### src/rtl/my_mem_arbiter_if.sv
// Bus bundle between my_mem_arbiter and its surroundings: two level-held
// requesters, completion/read-data return, and the my_mem pin set.
// MEM_ARB_PARITY_CHK_EN adds the perr parity-error pulse to the bundle.
interface my_mem_arbiter_if;
  logic        req0, req1;
  logic        we0, we1;
  logic [15:0] addr0, addr1;
  logic [7:0]  wdata0, wdata1;
  logic        ack0, ack1;
  logic [8:0]  rdata;
  logic        busy;
  logic        mem_write;
  logic        mem_read;
  logic [15:0] mem_address;
  logic [7:0]  mem_data_in;
  logic [8:0]  mem_data_out;
`ifdef MEM_ARB_PARITY_CHK_EN
  logic        perr;

  modport slave (
    input  req0, req1, we0, we1, addr0, addr1, wdata0, wdata1, mem_data_out,
    output ack0, ack1, rdata, busy, mem_write, mem_read, mem_address,
           mem_data_in, perr
  );
  modport master (
    output req0, req1, we0, we1, addr0, addr1, wdata0, wdata1, mem_data_out,
    input  ack0, ack1, rdata, busy, mem_write, mem_read, mem_address,
           mem_data_in, perr
  );
`else
  modport slave (
    input  req0, req1, we0, we1, addr0, addr1, wdata0, wdata1, mem_data_out,
    output ack0, ack1, rdata, busy, mem_write, mem_read, mem_address,
           mem_data_in
  );
  modport master (
    output req0, req1, we0, we1, addr0, addr1, wdata0, wdata1, mem_data_out,
    input  ack0, ack1, rdata, busy, mem_write, mem_read, mem_address,
           mem_data_in
  );
`endif
endinterface

### src/rtl/my_mem_arbiter.sv
// Two-requester round-robin front end for my_mem. One transaction at a time:
// IDLE -> ACCESS -> (WAIT for reads when RD_LAT>1) -> DONE -> IDLE.
// Optional feature macro: MEM_ARB_PARITY_CHK_EN adds a perr pulse flagging a
// read whose bit 8 is not the even parity of bits [7:0].
module my_mem_arbiter #(
  parameter int RD_LAT = 1
) (
  input  logic            clk,
  input  logic            rst,
  my_mem_arbiter_if.slave bus
);

  typedef enum logic [1:0] {IDLE, ACCESS, WAIT, DONE} state_t;

  // WAIT lasts RD_LAT-1 cycles; the counter runs 0 .. RD_LAT-2.
  localparam int CW = (RD_LAT > 2) ? $clog2(RD_LAT) : 1;
  localparam logic [CW-1:0] CNT_LAST = CW'((RD_LAT > 1) ? RD_LAT - 2 : 0);

  state_t        state, state_nx;
  logic [CW-1:0] cnt;
  // Requester granted most recently (1 = req1). Reset to 1 so a tie right
  // after reset goes to req0; it also names the owner of the live txn.
  logic          last_grant;
  logic          we_q;
  logic [15:0]   addr_q;
  logic [7:0]    wdata_q;
  logic          any_req;
  logic          pick;
  logic          capture;

  assign any_req = bus.req0 | bus.req1;
  assign bus.busy = (state != IDLE);

  // Winner selection: a lone request wins, a tie goes to the one not served last.
  always_comb begin
    pick = bus.req1;
    if (bus.req0 && bus.req1) pick = ~last_grant;
  end

  // Read data is sampled on the edge that ends the last cycle mem_read is high.
  always_comb begin
    capture = 1'b0;
    if (state == ACCESS && !we_q && RD_LAT == 1) capture = 1'b1;
    if (state == WAIT && cnt == CNT_LAST)         capture = 1'b1;
  end

  // State register.
  always_ff @(posedge clk) begin
    if (rst) state <= IDLE;
    else     state <= state_nx;
  end

  // Next-state logic.
  always_comb begin
    state_nx = state;
    case (state)
      IDLE:    if (any_req) state_nx = ACCESS;
      ACCESS:  if (!we_q && RD_LAT > 1) state_nx = WAIT;
               else                     state_nx = DONE;
      WAIT:    if (cnt == CNT_LAST) state_nx = DONE;
      DONE:    state_nx = IDLE;
      default: state_nx = IDLE;
    endcase
  end

  // Memory pins and acks decoded from state; everything idles low.
  always_comb begin
    bus.mem_write   = 1'b0;
    bus.mem_read    = 1'b0;
    bus.mem_address = '0;
    bus.mem_data_in = '0;
    bus.ack0        = 1'b0;
    bus.ack1        = 1'b0;
    case (state)
      ACCESS: begin
        bus.mem_address = addr_q;
        if (we_q) begin
          bus.mem_write   = 1'b1;
          bus.mem_data_in = wdata_q;
        end else begin
          bus.mem_read    = 1'b1;
        end
      end
      WAIT: begin
        bus.mem_read    = 1'b1;
        bus.mem_address = addr_q;
      end
      DONE: begin
        bus.ack0 = ~last_grant;
        bus.ack1 = last_grant;
      end
      default: ;
    endcase
  end

  // Latch the winner's request and advance the round-robin pointer on grant.
  always_ff @(posedge clk) begin
    if (rst) begin
      last_grant <= 1'b1;
      we_q       <= 1'b0;
      addr_q     <= '0;
      wdata_q    <= '0;
    end else if (state == IDLE && any_req) begin
      last_grant <= pick;
      we_q       <= pick ? bus.we1    : bus.we0;
      addr_q     <= pick ? bus.addr1  : bus.addr0;
      wdata_q    <= pick ? bus.wdata1 : bus.wdata0;
    end
  end

  // Read-latency counter, cleared whenever the block is not waiting.
  always_ff @(posedge clk) begin
    if (rst)                cnt <= '0;
    else if (state == WAIT) cnt <= cnt + CW'(1);
    else                    cnt <= '0;
  end

`ifdef MEM_ARB_PARITY_CHK_EN
  // Capture read data; perr is a one-cycle flag that lines up with the ack.
  always_ff @(posedge clk) begin
    if (rst) begin
      bus.rdata <= '0;
      bus.perr  <= 1'b0;
    end else begin
      if (capture) bus.rdata <= bus.mem_data_out;
      bus.perr <= capture & (bus.mem_data_out[8] ^ (^bus.mem_data_out[7:0]));
    end
  end
`else
  // Capture read data; it holds until the next read completes.
  always_ff @(posedge clk) begin
    if (rst)          bus.rdata <= '0;
    else if (capture) bus.rdata <= bus.mem_data_out;
  end
`endif

endmodule
### src/flat_wrapper.sv
// flat-port wrapper written by rule: the top's interface ports become plain ports
module my_mem_arbiter_flat 
#(
  parameter int RD_LAT = 1
)
  (clk, rst, bus_req0, bus_req1, bus_we0, bus_we1, bus_addr0, bus_addr1, bus_wdata0, bus_wdata1, bus_mem_data_out, bus_ack0, bus_ack1, bus_rdata, bus_busy, bus_mem_write, bus_mem_read, bus_mem_address, bus_mem_data_in);
  my_mem_arbiter_if bus_i ();
  input  logic clk;
  input  logic rst;
  input wire logic [$bits(bus_i.req0)-1:0] bus_req0;
  input wire logic [$bits(bus_i.req1)-1:0] bus_req1;
  input wire logic [$bits(bus_i.we0)-1:0] bus_we0;
  input wire logic [$bits(bus_i.we1)-1:0] bus_we1;
  input wire logic [$bits(bus_i.addr0)-1:0] bus_addr0;
  input wire logic [$bits(bus_i.addr1)-1:0] bus_addr1;
  input wire logic [$bits(bus_i.wdata0)-1:0] bus_wdata0;
  input wire logic [$bits(bus_i.wdata1)-1:0] bus_wdata1;
  input wire logic [$bits(bus_i.mem_data_out)-1:0] bus_mem_data_out;
  output wire logic [$bits(bus_i.ack0)-1:0] bus_ack0;
  output wire logic [$bits(bus_i.ack1)-1:0] bus_ack1;
  output wire logic [$bits(bus_i.rdata)-1:0] bus_rdata;
  output wire logic [$bits(bus_i.busy)-1:0] bus_busy;
  output wire logic [$bits(bus_i.mem_write)-1:0] bus_mem_write;
  output wire logic [$bits(bus_i.mem_read)-1:0] bus_mem_read;
  output wire logic [$bits(bus_i.mem_address)-1:0] bus_mem_address;
  output wire logic [$bits(bus_i.mem_data_in)-1:0] bus_mem_data_in;
  assign bus_i.req0 = bus_req0;
  assign bus_i.req1 = bus_req1;
  assign bus_i.we0 = bus_we0;
  assign bus_i.we1 = bus_we1;
  assign bus_i.addr0 = bus_addr0;
  assign bus_i.addr1 = bus_addr1;
  assign bus_i.wdata0 = bus_wdata0;
  assign bus_i.wdata1 = bus_wdata1;
  assign bus_i.mem_data_out = bus_mem_data_out;
  assign bus_ack0 = bus_i.ack0;
  assign bus_ack1 = bus_i.ack1;
  assign bus_rdata = bus_i.rdata;
  assign bus_busy = bus_i.busy;
  assign bus_mem_write = bus_i.mem_write;
  assign bus_mem_read = bus_i.mem_read;
  assign bus_mem_address = bus_i.mem_address;
  assign bus_mem_data_in = bus_i.mem_data_in;
  my_mem_arbiter #(.RD_LAT(RD_LAT)) u_core (.clk(clk), .rst(rst), .bus(bus_i));
endmodule
### config.mk
export PLATFORM = sky130hd
export DESIGN_NAME = my_mem_arbiter_flat
export DESIGN_NICKNAME = d
export VERILOG_FILES = /design/src/rtl/my_mem_arbiter_if.sv /design/src/rtl/my_mem_arbiter.sv /design/src/flat_wrapper.sv
export SDC_FILE = /design/constraint.sdc
export NUM_CORES = 1
export LEC_CHECK = 0
export ABC_AREA = 1
export BUFFER_PORTS_ARGS = -buffer_cell sky130_fd_sc_hd__buf_2
export CAP_MARGIN = 40
export CORE_MARGIN = 8
export CORE_UTILIZATION = 40
export CTS_CLUSTER_SIZE = 20
export DETAILED_ROUTE_END_ITERATION = 7
export PLACE_DENSITY = 0.71
export SLEW_MARGIN = 25
export SYNTH_ARGS = -nofsm -noshare
export SYNTH_HDL_FRONTEND = slang
export SYNTH_SLANG_ARGS = --single-unit
### constraint.sdc
create_clock -name clk -period 1.4 [get_ports clk]
set_input_delay 0 -clock clk [delete_from_list [all_inputs] [get_ports clk]]
set_output_delay 0 -clock clk [all_outputs]
set_load 0.02 [all_outputs]
==> impl_metrics.py, run 1 <==
metrics = {
    "worst_setup_path": {
        "path_class": "register to primary output",
        "r2r.worst_path.cells": 7,
        "cp-end-kind": "primary output",
        "r2r-start": "u_core.state[1]$_SDFFE_PP0P_",
        "crit_arrival_ns": 1.37,
        "critPathMaxFanout": 3,
        "cp-start-kind": "register",
        "cp.required_ns": 1.40,
        "rrSetupSlack_ns": 0.09,
        "timing.rr.end": "u_core.bus.rdata[7]$_SDFFE_PP0P_",
    },
    "layout": {
        "final_cell_mix": "nor2_1 (104), buf_2 (83), nand2_1 (69)",
        "final_nets": 522,
        "fin_area_sq_um": 3000,
        "post_layout_nonfiller_instances": 524,
        "diodes": 0,
        "final_common_cell": "nor2_1",
        "fillers": 468,
        "drive_gt1_frac": 0.308,
        "syn_to_final_growth_pct": 45.9,
    },
    "logic_synthesis": {
        "synth-seq-cells": 38,
        "synth.distinct_cells": 18,
        "synth_top_family_by_area": "simple AND/OR/NAND/NOR gates",
        "synth-compound-area-share": 0.0961,
        "ys_warn_count": 0,
        "synth_simple_gate_area_share": 0.347,
        "syn_area_sq_um": 2060,
        "yosys.area.top_type": "dfxtp_1",
        "synth_area_leaders": "dfxtp_1 (37%), nor2_1 (19%), nand2_1 (14%)",
        "synth_top_area_share": 0.370,
        "synth_xor_area_frac": 0,
        "syn_inst": 343,
        "syn_avg_cell_area_sq_um": 6.00,
        "synth_adder_area_share": 0.0243,
        "ys_seq_area_frac": 0.370,
        "muxShareOfSynthArea": 0,
        "syn-num-nets": 410,
    },
    "placement": {
        "dpl_cell_area_sq_um": 2590,
        "dp_hpwl_microns": 3950,
        "post-place-cells": 502,
        "gp_congestion": 0.771,
        "place_ws_ns": -0.0196,
        "io_buffers": 100,
    },
    "power_and_ir_drop": {
        "ir_drop_v": 0.000600,
        "power_leakage_nw": 1.75,
        "power_density_nw_per_um2": 1180,
        "p_total_mw": 3.54,
    },
    "sta": {
        "hold_violations": 0,
        "timing.final.ws_setup_ns": 0.0265,
        "period_minus_slack_ns": 1.37,
        "maxSlewHeadroom": 0.623,
        "slew_viol_final": 0,
        "tightest_slew_ns": 0.565,
        "max_freq_mhz": 728,
        "setup_viol": 0,
        "rsz0062_at_grt": "true",
        "min_period_over_period": 0.981,
        "whs_ns": 0.0118,
        "clock_skew_ns": 0.00557,
    },
    "routing": {
        "drc_errors": 0,
        "firstDrtPassIters": 4,
        "drtAntennaViolNets": 0,
        "routedWlPerCell_microns": 11.4,
        "vias": 2256,
        "drt_iter0_markers": 124,
        "vias_per_cell": 4.31,
        "routed_wl_microns": 5950,
    },
    "grt": {
        "gr-usage-all-layers": 0.154,
        "grt_overflow": 0,
        "grt_pass1_vias": 2164,
        "grt_pass1_wl_microns": 9460,
        "grt_max_degree": 52,
        "grt_antenna_before_repair": 0,
    },
    "min_path": {
        "hold_path_end": "u_core.wdata_q[4]$_SDFFE_PP0P_",
        "hold_path.class": "input pin to register",
        "min_path_cells": 5,
        "hp-start": "bus_wdata0[4]",
    },
    "die": {
        "ioPinCount": 101,
        "core_sq_um": 5040,
        "initial_utilization": 0.408,
        "dieArea_sq_um": 7690,
        "die_w_microns": 87.7,
        "die_h_microns": 87.7,
        "std_cell_rows": 26,
    },
    "clocking": {
        "cts_tree": "built",
        "root_buffer": "clkbuf_8",
        "cts.clk_slew.worst_paths_ns": 0.07,
        "clock_latency_ns": 0.29,
        "cts_sinks": 38,
        "cts_made_buffers": 5,
        "cts_buffer_depth": 2,
        "h-tree-depth": 2,
    },
    "outcome": {
        "status": "completed",
    },
    "run": {
        "cap_violations": 0,
    },
}
## synthesized netlist by cell type (all sizes together)
cell and instances:
o211ai 1, inv 61, clkbuf 4, o21ai 35, ha 4, nand2 77, buf 11, nand3 2
a21oi 3, dfxtp 38, nor2 107
## where the power goes
group	leakage (nW)	internal, mW	switching [mW]
logic	1.39	0.608	0.833
registers	0.315	1.27	0.0939
clock network	0.0431	0.380	0.356
total	1.75	2.26	1.28
## registers in the layout, indices dropped and copies added, names as in the netlist
register           count
u_core.state           2
u_core.addr_q         16
u_core.wdata_q         8
u_core.bus.rdata       9
u_core.we_q            1
u_core.cnt             1
u_core.last_grant      1
## cells by family after synthesis
group / Yosys count
buf+inv: 76
simple gates: 186
flops: 38
fa+ha+maj: 4
compound gates: 39
## timing repair
| item | in CTS | in global routing |
|---|---|---|
| hold buffers | 11 | 0 |
| cloned | 1 | 0 |
| resized for setup | 27 | 33 |
| setup endpoints to repair | 35 | 49 |
| hold endpoints to repair | 11 | 0 |
| buffers inserted | 2 | 2 |
| pin swaps | 0 | 1 |
## worst max-delay path, stage by stage, from the launching register on
cell and delay [ns]:
dfxtp_2 0.35, buf_4 0.12, ha_4 0.14, nand2_1 0.12, a21oi_2 0.18, buf_4 0.16
## how the worst max path moves through the flow
stage	startpoint	to	slack (ns)	depth (start not counted)
2_1_floorplan	u_core.state[0]$_SDFFE_PP0P_	bus_mem_read	0.09	5
3_3_place_gp	u_core.state[0]$_SDFFE_PP0P_	u_core.bus.rdata[6]$_SDFFE_PP0P_	0.04	7
3_5_place_dp	u_core.state[0]$_SDFFE_PP0P_	u_core.bus.rdata[7]$_SDFFE_PP0P_	-0.02	7
4_1_cts	u_core.state[0]$_SDFFE_PP0P_	bus_mem_address[6]	0.003	6
5_1_grt	u_core.state[0]$_SDFFE_PP0P_	bus_mem_address[15]	-0.03	6
6_report	u_core.state[0]$_SDFFE_PP0P_	bus_mem_read	0.03	5
## per-layer routing
layer,global-route usage,vias to the layer above,part of all wire
met5,0,-,0
met1,0.169,969,0.42
met2,0.279,56,0.51
met3,0.0366,6,0.057
li1,-,1225,-
met4,0.0563,0,0.014
## cell type report
class / count / area (sq um) / share of cell area
sequential: 38 / 763 / 0.254
multi-input combinational: 229 / 1020 / 0.341
tap: 70 / 87.6 / 0.0292
inverter: 61 / 229 / 0.0763
timing repair buffer: 120 / 817 / 0.272
clock buffer: 6 / 82.6 / 0.0275
## metrics by stage
stage          TNS (ns)  utilization
4_1_cts               0        0.573
6_report              0        0.595
3_5_place_dp    -0.0360        0.514
2_1_floorplan         0            -
3_3_place_gp          0        0.514
5_1_grt          -0.176        0.595
No activity file was read; power rests on OpenSTA's default activity.
==> run 2, diff against run 1 <==
--- a/config.mk
+++ b/config.mk
@@ -5,7 +5,7 @@
 export SDC_FILE = /design/constraint.sdc
 export NUM_CORES = 1
 export LEC_CHECK = 0
-export ABC_AREA = 1
+export ABC_AREA = 0
 export BUFFER_PORTS_ARGS = -buffer_cell sky130_fd_sc_hd__buf_2
 export CAP_MARGIN = 40
 export CORE_MARGIN = 8
==> run 2 against run 1 <==
The flow now finishes with violations (negative hold slack, negative setup slack). Non-clock buffer count increased by 48. Via count grew 0.27%. Die area grew 0.89%. Power rose by 19%. Clock skew up 0.00061 ns. Global-route usage rose by 3.0 points. Cell area rose by 18%. Wire length grew 25%. First-iteration DRC count is 4.0% higher. Worst hold slack got worse by 0.013 ns. Final cell count shrank 11%.
==> impl_metrics.py, run 2 <==
metrics = {
    "layout": {
        "final_common_cell": "buf_2",
        "syn_to_final_growth_pct": 70.9,
        "diodes": 0,
        "fillers": 394,
        "reg.largest.list": "u_core.addr_q: 16 flops, u_core.bus.rdata: 9 flops, u_core.wdata_q: 8 flops",
        "final_nets": 461,
        "drive_gt1_frac": 0.478,
        "final_cell_mix": "buf_2 (82), dlygate4sd3_1 (51), dfxtp_1 (36)",
        "post_layout_nonfiller_instances": 465,
        "largest_register": "u_core.addr_q",
        "largest_register_ffs": 16,
    },
    "die": {
        "die_h_microns": 88.1,
        "std_cell_rows": 26,
        "dieArea_sq_um": 7760,
        "initial_utilization": 0.410,
        "core_sq_um": 5070,
        "ioPinCount": 101,
        "die_w_microns": 88.1,
    },
    "power_and_ir_drop": {
        "ir_drop_v": 0.000874,
        "power_leakage_nw": 1.61,
        "power_density_nw_per_um2": 1180,
        "p_total_mw": 4.20,
    },
    "sta": {
        "timing.final.ws_setup_ns": -0.00514,
        "hold_violations": 1,
        "tightest_slew_ns": 0.291,
        "slew_viol_final": 0,
        "clock_skew_ns": 0.00618,
        "max_freq_mhz": 712,
        "rsz0062_at_grt": "true",
        "min_period_over_period": 1.00,
        "whs_ns": -0.00166,
        "maxSlewHeadroom": 0.806,
        "setup_viol": 2,
        "period_minus_slack_ns": 1.41,
    },
    "worst_setup_path": {
        "cp-end-kind": "primary output",
        "crit_arrival_ns": 1.41,
        "cp.required_ns": 1.40,
        "rrSetupSlack_ns": 0.07,
        "cp-start-kind": "register",
        "critPathMaxFanout": 12,
        "path_class": "register to primary output",
    },
    "grt": {
        "gr-usage-all-layers": 0.184,
        "grt_overflow": 0,
        "grt_max_degree": 33,
        "grt_antenna_before_repair": 0,
        "grt_pass1_vias": 2363,
        "grt_pass1_wl_microns": 11300,
    },
    "clocking": {
        "cts_tree": "built",
        "cts.clk_slew.worst_paths_ns": 0.08,
        "cts_sinks": 38,
        "root_buffer": "clkbuf_8",
        "cts_buffer_depth": 2,
        "clock_latency_ns": 0.29,
        "cts_made_buffers": 5,
        "h-tree-depth": 2,
    },
    "logic_synthesis": {
        "synth.distinct_cells": 31,
        "async_flop_share": 0,
        "synth_edf_count": 0,
        "yosys.cell_count.top_type": "dfxtp_1",
        "syn_avg_cell_area_sq_um": 8.70,
        "synth_common_cells": "dfxtp_1 (38), nand2_1 (30), nor2_1 (29)",
        "ys_warn_count": 0,
        "synthFlopType": "dfxtp_1",
        "synth_area_leaders": "dfxtp_1 (37%), a311oi_2 (14%), nand2_2 (6.0%)",
        "syn-num-nets": 306,
        "ys_seq_area_frac": 0.366,
        "yosys.area.top_type": "dfxtp_1",
        "syn_area_sq_um": 2080,
        "synth-seq-cells": 38,
        "synth_top_area_share": 0.366,
        "syn_inst": 239,
    },
    "outcome": {
        "status": "complete, but fails checks",
        "violations": "negative hold slack, negative setup slack",
    },
    "placement": {
        "dp_hpwl_microns": 4330,
        "io_buffers": 100,
        "place_ws_ns": -0.136,
        "gp_congestion": 0.707,
        "post-place-cells": 402,
    },
    "routing": {
        "firstDrtPassIters": 4,
        "drt_iter0_markers": 129,
        "vias_per_cell": 4.86,
        "vias": 2262,
        "routed_wl_microns": 7410,
        "routedWlPerCell_microns": 15.9,
        "drc_errors": 0,
        "drtAntennaViolNets": 0,
    },
    "run": {
        "cap_violations": 0,
    },
    "min_path": {
        "hold_path.class": "input pin to register",
    },
}
[run 2: cell types whose count changed in the layout (fill, tap and decap cells not counted), sizes merged, moves of 7 or more]
| cell | delta |
|---|---|
| nor2 | -78 |
| nand3 | +7 |
| o21ai | -26 |
| a21oi | +7 |
| buf | +7 |
| and2 | +18 |
| dlygate4sd3 | +40 |
| a311oi | +25 |
| and3 | +8 |
| inv | -58 |
| nand2 | -27 |
[run 2: worst max-delay path: stages (launching register included)]
cell and delay, ns:
dfxtp_4 0.39, inv_4 0.05, ha_4 0.28, buf_8 0.13
and2_1 0.15, buf_6 0.12
[run 2: timing repair]
action,CTS,global route
hold buffers,51,0
endpoints found under the hold margin,33,0
gates resized for setup,28,39
pin swaps,0,1
buffers inserted,3,0
gates cloned,0,1
endpoints found under the setup margin,52,52
[run 2: worst paths after layout]
check / start / to / cells past startpoint
worst max-delay path: u_core.state[0]$_SDFFE_PP0P_ / bus_mem_address[8] / 5
worst min-delay path: bus_mem_data_out[6] / u_core.bus.rdata[6]$_SDFFE_PP0P_ / 3
worst max register to register: u_core.state[0]$_SDFFE_PP0P_ / u_core.addr_q[12]$_SDFFE_PP0P_ / 6
worst min register to register: u_core.bus.rdata[8]$_SDFFE_PP0P_ / u_core.bus.rdata[8]$_SDFFE_PP0P_ / 2
[run 2: per-layer routing]
| layer | GRT usage | vias to the layer above | wire length [microns] |
|---|---|---|---|
| met3 | 0.0460 | 13 | 467 |
| li1 | - | 1130 | - |
| met4 | 0.0645 | 0 | 142 |
| met2 | 0.344 | 83 | 3980 |
| met5 | 0 | - | 0 |
| met1 | 0.194 | 1036 | 2830 |
[run 2: layout make-up]
cell class	count	area, sq um	share of cell area
clock inverter	1	5.00	0.00141
timing repair buffer	168	1330	0.373
multi-input combinational	178	1270	0.357
tap	70	87.6	0.0246
sequential	38	766	0.215
clock buffer	7	86.3	0.0243
inverter	3	13.8	0.00387
[run 2: stage by stage]
stage          area [sq um]   util  setup TNS [ns]  hold slack, ns
2_1_floorplan          2080      -               0           0.159
3_3_place_gp           2680  0.529         -0.0231           0.270
3_5_place_dp           2680  0.529           -1.14           0.271
4_1_cts                3390  0.669         -0.0163       0.0000896
5_1_grt                3550  0.700          -0.576          0.0101
6_report               3550  0.700        -0.00764        -0.00166
[run 2: kinds of logic (layout without fill, tap and decap cells)]
logic type,Yosys count,after routing,share of synthesized area
and+or+nand+nor,122,122,0.291
AOI/OAI and AO/OA,50,50,0.239
DFF,38,38,0.366
buffers and inverters,23,179,0.0692
adders and majority gates,4,4,0.0241
muxes,2,2,0.0102
[run 2: power by group]
group          switching, mW  internal, mW  total, mW
clock                  0.384         0.398      0.781
combinational           1.02         0.999       2.02
sequential             0.120          1.28       1.40
total                   1.52          2.68       4.20
